`src/rtl/patch_settle_timer.sv`:
```
// 4-bit up/down counter with synchronous load and a terminal-count flag.
// Times the settle cycles between applying a vector and sampling the patch output.
module patch_settle_timer (
   input  logic       clk,
   input  logic       rst_n,
   input  logic       load,
   input  logic       en,
   input  logic       dn,
   input  logic [3:0] load_val,
   input  logic [3:0] term_val,
   output logic       tc
);

   logic [3:0] count;

   always_ff @(posedge clk or negedge rst_n) begin
      if (!rst_n) begin
         count <= 4'd0;
      end else if (load) begin
         count <= load_val;
      end else if (en) begin
         count <= dn ? count - 4'd1 : count + 4'd1;
      end
   end

   assign tc = (count == term_val);

endmodule

```
`config.mk`:
```
export PLATFORM = sky130hd
export DESIGN_NAME = patch_settle_timer
export DESIGN_NICKNAME = d
export VERILOG_FILES = /design/src/rtl/patch_settle_timer.sv
export SDC_FILE = /design/constraint.sdc
export NUM_CORES = 1
export LEC_CHECK = 0
export CAP_MARGIN = 0
export CORE_AREA = 2 2 39 41
export CTS_CLUSTER_DIAMETER = 120
export DETAILED_ROUTE_END_ITERATION = 6
export DIE_AREA = 0 0 41 43
export PLACE_DENSITY_LB_ADDON = 0.12
export SYNTH_ARGS = -nofsm -noshare
export SYNTH_HDL_FRONTEND = slang
export SYNTH_SLANG_ARGS = --single-unit
export TNS_END_PERCENT = 1
```
`constraint.sdc`:
```
create_clock -name clk -period 1.3 [get_ports clk]
set_input_delay 0.26 -clock clk [delete_from_list [all_inputs] [get_ports clk]]
set_output_delay 0.26 -clock clk [all_outputs]
set_load 0.005 [all_outputs]
```
# Word level (Yosys, flattened, before mapping)
# Cells that the tools add are included.
# W data, S select, Z words.
[word_totals]
register_bits = 4
in_bits = 13
out_inout_bits = 1
wordCells = 8
[classes]
add_sub_neg = 2
n_eq_ne = 1
muxes = 3
reduce_logical = 1
[op_table]
columns = ["cell", "n"]
rows = [
  ["$mux W4", 3],
  ["$add A4 B1 Y4 const B", 1],
  ["$eq A4 B4 Y1", 1],
  ["$sub A4 B1 Y4 const B", 1],
  ["$reduce_bool A2 Y1", 1],
]

# Logic depth before layout (Yosys ltp)
# Gate-level depths: netlist of the first run.
[logic_depth]
depth_word = 4
ltp_mapped = 5
mapped_depth_nobuf = 5

# Least setup slack after synthesis of the first run
# OpenSTA, ideal clock, no wires.
[synth_path]
path_type = "reg2reg"
startpoint = "reg count[0]"
endpoint = "reg count[1]"
setup_ns = 0.083
t_arrival_ns = 1.272
required_time_ns = 1.217
path_slack_ns = -0.055
stages_incl_launch_ff = 5
n_path_buf = 0
synth_period_minus_slack_ns = 1.355
path_cell_list = "dfrtp_1 inv_1 fa_1 mux2_2 o21ai_0"
[synth_via]
elab_chain_cells = 4
word_cells_on_any_way = 5
cone_classes = "add/sub (2); mux (3)"
[synth_lines]
columns = ["item", "line", "source"]
rows = [
  ["start: declaration", "14", "logic [3:0] count;"],
  ["start signal: assignment", "20", "count <= load_val;"],
  ["start signal: assignment", "22", "count <= dn ? count - 4'd1 : count + 4'd1;"],
  ["$add A4 B1 Y4 / $sub A4 B1 Y4 (equally long branches)", "22", ""],
  ["$mux W4 *", "22", ""],
  ["$mux W4 *", "21", "end else if (en) begin"],
  ["$mux W4 *", "19", "end else if (load) begin"],
]
# Every way passes the cells marked *; elsewhere a longest branch is shown, timed or not. The select of a mux whose other input is x is not followed.
# A chain may end at the register's enable or synchronous reset.

# Worst setup path after layout of the first run
# Same ends and word-level chain as after synthesis.

==> summary.txt, run 1 <==
GRT
  • First-pass GRT wire length: 1510 µm
  • Total grt overflow: 0
  • Vias in the first global route: 397
  • Gr usage total: 0.132
  • Initial antenna violation count: 0
  • Largest net degree at the start of global routing: 9

Finish
  • Non-Filler Instances: 77
  • Area Growth Syn to Fin: 62.2%
  • Layout cells sized above 1: 0.279
  • # fillers: 147
  • Commonest non-fill, non-tap cells in the layout: clkdlybuf4s50_1 (8), buf_4 (7), xor2_1 (4), dfrtp_1 (4), dlygate4sd2_1 (4)
  • Largest registers: count: 4 flops
  • Number of flip-flops in the largest register: 4
  • Most common cell after layout, fill and taps aside: clkdlybuf4s50_1
  • Biggest register: count
  • Final #Nets: 79
  • # diodes: 0

Timing
  • RSZ-0062 raised after global routing: yes
  • Final setup violation count: 4
  • Final hold vios: 0
  • Final Cycle Share: 1.12
  • Slew headroom: 0.852
  • F_max: 686 MHz
  • Max-slew violations: 0
  • Actual slew at the worst max-slew pin: 0.221 ns
  • Hold slack: 0.217 ns
  • Post-Route Skew: 0.00199 ns
  • Min Clock Period, post-route: 1.46 ns
  • Final Worst Setup Slack: -0.158 ns

Logic synthesis
  • Post-synthesis sequential area ratio: 0.270
  • Post-synth EDFFs: 0
  • Mapped Nets: 55
  • Top FF cell, synth: dfrtp_1
  • Synthesized area: 370 µm²
  • Avg Inst Size Synth: 9.50 µm²
  • Yosys top cell by area: dfrtp_1
  • Asr flop ratio synth: 1.00
  • Synthesized instance count: 39
  • Synth unique cells: 24
  • Yosys warnings: 0
  • Top-area cell type share of the netlist area: 0.270
  • Top cells by area, synth: dfrtp_1 (27%), xor2_1 (9.5%), ha_1 (6.8%)
  • Yosys reg bits: 4

Clocking
  • Deepest clock path buffer count: 2
  • Hold_buf cts: 0
  • H-tree depth: 1
  • Sink Count: 4
  • Worst skew pair latency: 0.24 ns
  • CTS Buf Count: 3
  • CTS Root Cell: clkbuf_4
  • Post-CTS Setup Inserts: 0
  • Clock-pin slew on the worst setup and hold paths: 0.04 ns
  • CTS tree: done

Critical path
  • Crit path to: count[1]
  • Buf+Inv Stages, Crit Path: 2
  • Worst R2R Path Depth: 5
  • CP peak stage delay: 0.40 ns
  • Worst path cell trace: buf_4 -> inv_1 -> fa_1 -> mux2_4 -> o21ai_2
  • R2r setup slk: -0.16 ns
  • Crit path arrival time: 1.62 ns
  • Slowest CP cell: fa_1
  • Critical Path Stages: 5
  • CP Class: flop to flop
  • RR Startpoint: count[0]
  • Max FO, Critical Path: 4
  • CP required: 1.47 ns
  • Startpoint Class: flop
  • CP startpoint: count[0]
  • CP Capture Type: flop
  • Reg2reg end: count[1]
  • Top delay family on crit path: adder cells

Floorplanning
  • # rows: 14
  • Top Ports: 14
  • Die area: 1760 µm²
  • Initial Util: 0.268
  • Chip width: 41 µm
  • Vert. Die Dim: 43 µm
  • Core ar.: 1380 µm²

Detailed routing
  • Routed wire length per instance: 11.8 µm
  • First-pass iteration count of the detailed router: 1
  • DRC errors left: 0
  • DRT antenna net count: 0
  • Routed vias/inst: 4.90
  • Vias: 377
  • WL final: 908 µm
  • Iter 0 DRT Violations: 0

Hold path
  • Hold Crit Class: primary input to asynchronous set/reset pin

Placed design
  • Placed insts: 74
  • Worst slack, placed: -0.637 ns
  • RePlAce Congestion: 0.715
  • Post-DP HPWL: 747 µm
  • Port Buffers: 13

Power and ir drop
  • PD cells: 971 nW/µm²
  • Max VDD drop: 463 µV
  • Lkg Pwr: 0.275 nW

Status
  • Failing checks: negative setup slack
  • Status: complete, but fails checks

Job
  • Max_cap viols: 0
-- cell families (layout without fill, tap and decap cells) --
group	after synthesis	after routing	synth area share
DFF	4	4	0.270
xor gates and xnor gates	6	6	0.142
adders and majority gates	3	3	0.122
buffers and inverters	5	27	0.0743
muxes	2	2	0.0574
and+or+nand+nor	11	11	0.186
AOI/OAI and AO/OA	8	8	0.149
-- worst min path at each step --
| stage | start | to | slack, ns |
|---|---|---|---|
| after floorplan | rst_n | count[0] | -0.04 |
| after global routing | rst_n | count[0] | 0.22 |
| after global placement | rst_n | count[3] | 0.47 |
| final | rst_n | count[3] | 0.22 |
| after detailed placement | rst_n | count[3] | 0.47 |
| after CTS | rst_n | count[3] | 0.21 |
-- cells in the mapped netlist (2+ instances only) --
cell type / count
nand2_1: 3
xor2_1: 4
dfrtp_1: 4
ha_1: 2
nand3_1: 2
o21ai_0: 3
inv_1: 3
xnor2_1: 2
-- worst reg2reg max path, stage by stage, from the launching register on --
cell and delay (ns):
dfrtp_1 0.39, buf_4 0.16, inv_1 0.06, fa_1 0.40
mux2_4 0.28, o21ai_2 0.10
-- area by class of cell --
type | count | area, µm² | area share
flip-flops and latches | 4 | 100 | 0.167
repair buffers | 21 | 184 | 0.306
clock buffers | 3 | 22.5 | 0.0375
multi-input cells | 30 | 263 | 0.438
well taps | 16 | 20.0 | 0.0333
inverters | 3 | 11.3 | 0.0188
-- per-layer routing --
metal	GRT usage	wire [µm]
met1	0.134	372
met5	0	0
met2	0.213	458
met3	0.0209	55
met4	0.120	21
-- power breakdown --
| part | switching, mW | total, mW | internal [mW] |
|---|---|---|---|
| combinational | 0.107 | 0.262 | 0.155 |
| sequential | 0.0168 | 0.162 | 0.145 |
| clock | 0.0555 | 0.159 | 0.104 |
-- timing repair --
item,CTS,global route
gates resized for setup,11,0
gates cloned,0,0
pin swaps,4,0
endpoints found under the setup margin,4,4
-- through the flow --
step | instance area [µm²] | TNS (ns) | utilization | total power, mW
after CTS | 601 | -0.569 | 0.434 | 0.594
after floorplan | 374 | -0.0308 | - | 0.299
after global placement | 568 | -2.00 | 0.410 | 0.411
final | 601 | -0.513 | 0.434 | 0.583
after detailed placement | 568 | -2.04 | 0.410 | 0.419
after global routing | 601 | -0.787 | 0.434 | 0.628
Power figures use the tool's default switching activity.
==> inputs of run 2 (changes only) <==
Settings changed: PLACE_DENSITY_LB_ADDON 0.12 to 0.1, SLEW_MARGIN set to 20.
==> summary.txt, run 2 (same netlist as run 1, synthesis figures left out) <==
Status
  • Status: complete, but fails checks (unchanged)
  • Failing checks: negative setup slack (unchanged)

Floorplanning
  • Vert. Die Dim: 43 µm (unchanged)
  • Top Ports: 14 (unchanged)
  • Die area: 1760 µm² (unchanged)
  • # rows: 14 (unchanged)
  • Initial Util: 0.268 (unchanged)
  • Core ar.: 1380 µm² (unchanged)
  • Chip width: 41 µm (unchanged)

Finish
  • Number of flip-flops in the largest register: 4 (unchanged)
  • Multi-input gate area: 280 µm² (was 263 µm²)
  • # diodes: 0 (unchanged)
  • Largest registers: count: 4 flops (unchanged)
  • Layout cells sized above 1: 0.339 (was 0.279)
  • Biggest register: count (unchanged)
  • Final #Nets: 80 (was 79)
  • FF/Latch Area: 100 µm² (unchanged)
  • # fillers: 139 (was 147)
  • Area Growth Syn to Fin: 68.9% (was 62.2%)
  • Commonest non-fill, non-tap cells in the layout: clkdlybuf4s50_1 (8), buf_4 (8), xor2_1 (4), dfrtp_1 (4), dlygate4sd2_1 (4) (was clkdlybuf4s50_1 (8), buf_4 (7), xor2_1 (4), dfrtp_1 (4), dlygate4sd2_1 (4))

Power and ir drop
  • Lkg Pwr: 0.283 nW (was 0.275 nW)
  • Total power: 0.610 mW (was 0.583 mW)
  • Clock share of power: 0.260 (was 0.273)
  • PD cells: 975 nW/µm² (was 971 nW/µm²)
  • Sw frac: 0.307 (about the same)
  • Gate power share: 0.479 (was 0.449)
  • Internal power: 0.423 mW (was 0.404 mW)
  • Max VDD drop: 452 µV (was 463 µV)
  • Net Switching: 0.187 mW (was 0.179 mW)
  • Power share of the sequential group: 0.261 (was 0.278)

GRT
  • First-pass GRT wire length: 1470 µm (was 1510 µm)
  • Largest net degree at the start of global routing: 10 (was 9)
  • Vias in the first global route: 365 (was 397)
  • Initial antenna violation count: 0 (unchanged)
  • Gr usage total: 0.134 (was 0.132)
  • Total grt overflow: 0 (unchanged)

Placed design
  • RePlAce Congestion: 0.699 (was 0.715)
  • Port Buffers: 13 (unchanged)
  • Post-DP HPWL: 753 µm (was 747 µm)

Detailed routing
  • WL final: 994 µm (was 908 µm)
  • DRC errors left: 0 (unchanged)
  • First-pass iteration count of the detailed router: 2 (was 1)
  • Routed wire length per instance: 12.7 µm (was 11.8 µm)
  • Routed vias/inst: 4.73 (was 4.90)
  • Iter 0 DRT Violations: 7 (was 0)
  • DRT antenna net count: 0 (unchanged)
  • Vias: 369 (was 377)

Timing
  • Actual slew at the worst max-slew pin: 0.202 ns (was 0.221 ns)
  • Slew headroom: 0.864 (was 0.852)
  • Final Worst Setup Slack: -0.151 ns (was -0.158 ns)
  • Hold slack: 0.219 ns (was 0.217 ns)
  • Post-Route Skew: 0.00339 ns (was 0.00199 ns)
  • Max-slew violations: 0 (unchanged)
  • F_max: 689 MHz (was 686 MHz)
  • Final setup violation count: 4 (unchanged)
  • RSZ-0062 raised after global routing: yes (unchanged)
  • Min Clock Period, post-route: 1.45 ns (was 1.46 ns)
  • Final hold vios: 0 (unchanged)
  • Final Cycle Share: 1.12 (about the same)

Clocking
  • Clock-pin slew on the worst setup and hold paths: 0.04 ns (about the same)
  • Deepest clock path buffer count: 2 (unchanged)
  • Worst skew pair latency: 0.24 ns (about the same)
  • Sink Count: 4 (unchanged)
  • H-tree depth: 1 (unchanged)
  • CTS tree: done (unchanged)
  • CTS Buf Count: 3 (unchanged)
  • CTS Root Cell: clkbuf_4 (unchanged)
  • Hold_buf cts: 0 (unchanged)

Critical path
  • CP Class: flop to flop (unchanged)
  • Startpoint Class: flop (unchanged)
  • Max FO, Critical Path: 2 (was 4)
  • CP required: 1.47 ns (about the same)
  • CP Capture Type: flop (unchanged)
  • Crit path arrival time: 1.62 ns (about the same)

Hold path
  • Hold Crit Class: primary input to asynchronous set/reset pin (unchanged)

Job
  • Max_cap viols: 0 (unchanged)
[run 2: critical path, cell delays in order, from the launching register on]
cell,delay [ns]
dfrtp_1,0.37
buf_4,0.15
inv_2,0.05
fa_1,0.41
mux2_4,0.27
o21ai_2,0.12
[run 2: final cells by class]
class                      instances  share of cell area
clock buffer                       3              0.0360
inverter                           3              0.0180
multi-input combinational         30               0.448
sequential                         4               0.160
tap                               16              0.0320
timing repair buffer              22               0.306
[run 2: repair_timing]
item | CTS | global route
setup endpoints to repair | 4 | 4
setup buffers | 1 | 0
resized for setup | 13 | 2
pin swaps | 5 | 0
[run 2: worst paths after layout]
kind | cells after the start | startpoint | slack [ns] | to
max | 5 | count[1] | -0.15 | count[1]
min | 1 | rst_n | 0.22 | count[2]
max reg2reg | 5 | count[1] | -0.15 | count[1]
min reg2reg | 3 | count[3] | 0.69 | count[3]
max in group asynchronous | 1 | rst_n | 0.91 | count[0]
min in group clk | 3 | load_val[2] | 0.57 | count[2]
[run 2: layer usage]
layer / vias to the layer above / GRT usage / wire (µm)
li1: 186 / - / -
met1: 167 / 0.141 / 422
met2: 13 / 0.206 / 492
met3: 3 / 0.0471 / 57
met4: 0 / 0.100 / 22
met5: - / 0 / 0
[run 2: stage by stage]
stage	setup WS, ns	cell area [µm²]	TNS, ns	instances	utilization
after global placement	-0.591	568	-2.01	74	0.410
after floorplan	-0.0187	374	-0.0308	39	-
final	-0.151	626	-0.462	78	0.452
after global routing	-0.199	626	-0.708	78	0.452
after detailed placement	-0.627	568	-2.09	74	0.410
after CTS	-0.156	617	-0.493	78	0.446
[run 2: power groups by stage]
| stage | sequential (mW) | combinational [mW] | clock (mW) |
|---|---|---|---|
| after floorplan | 0.167 | 0.132 | 0 |
| after global placement | 0.163 | 0.248 | 0 |
| after detailed placement | 0.162 | 0.257 | 0 |
| after CTS | 0.160 | 0.285 | 0.168 |
| after global routing | 0.162 | 0.319 | 0.177 |
| final | 0.160 | 0.292 | 0.158 |
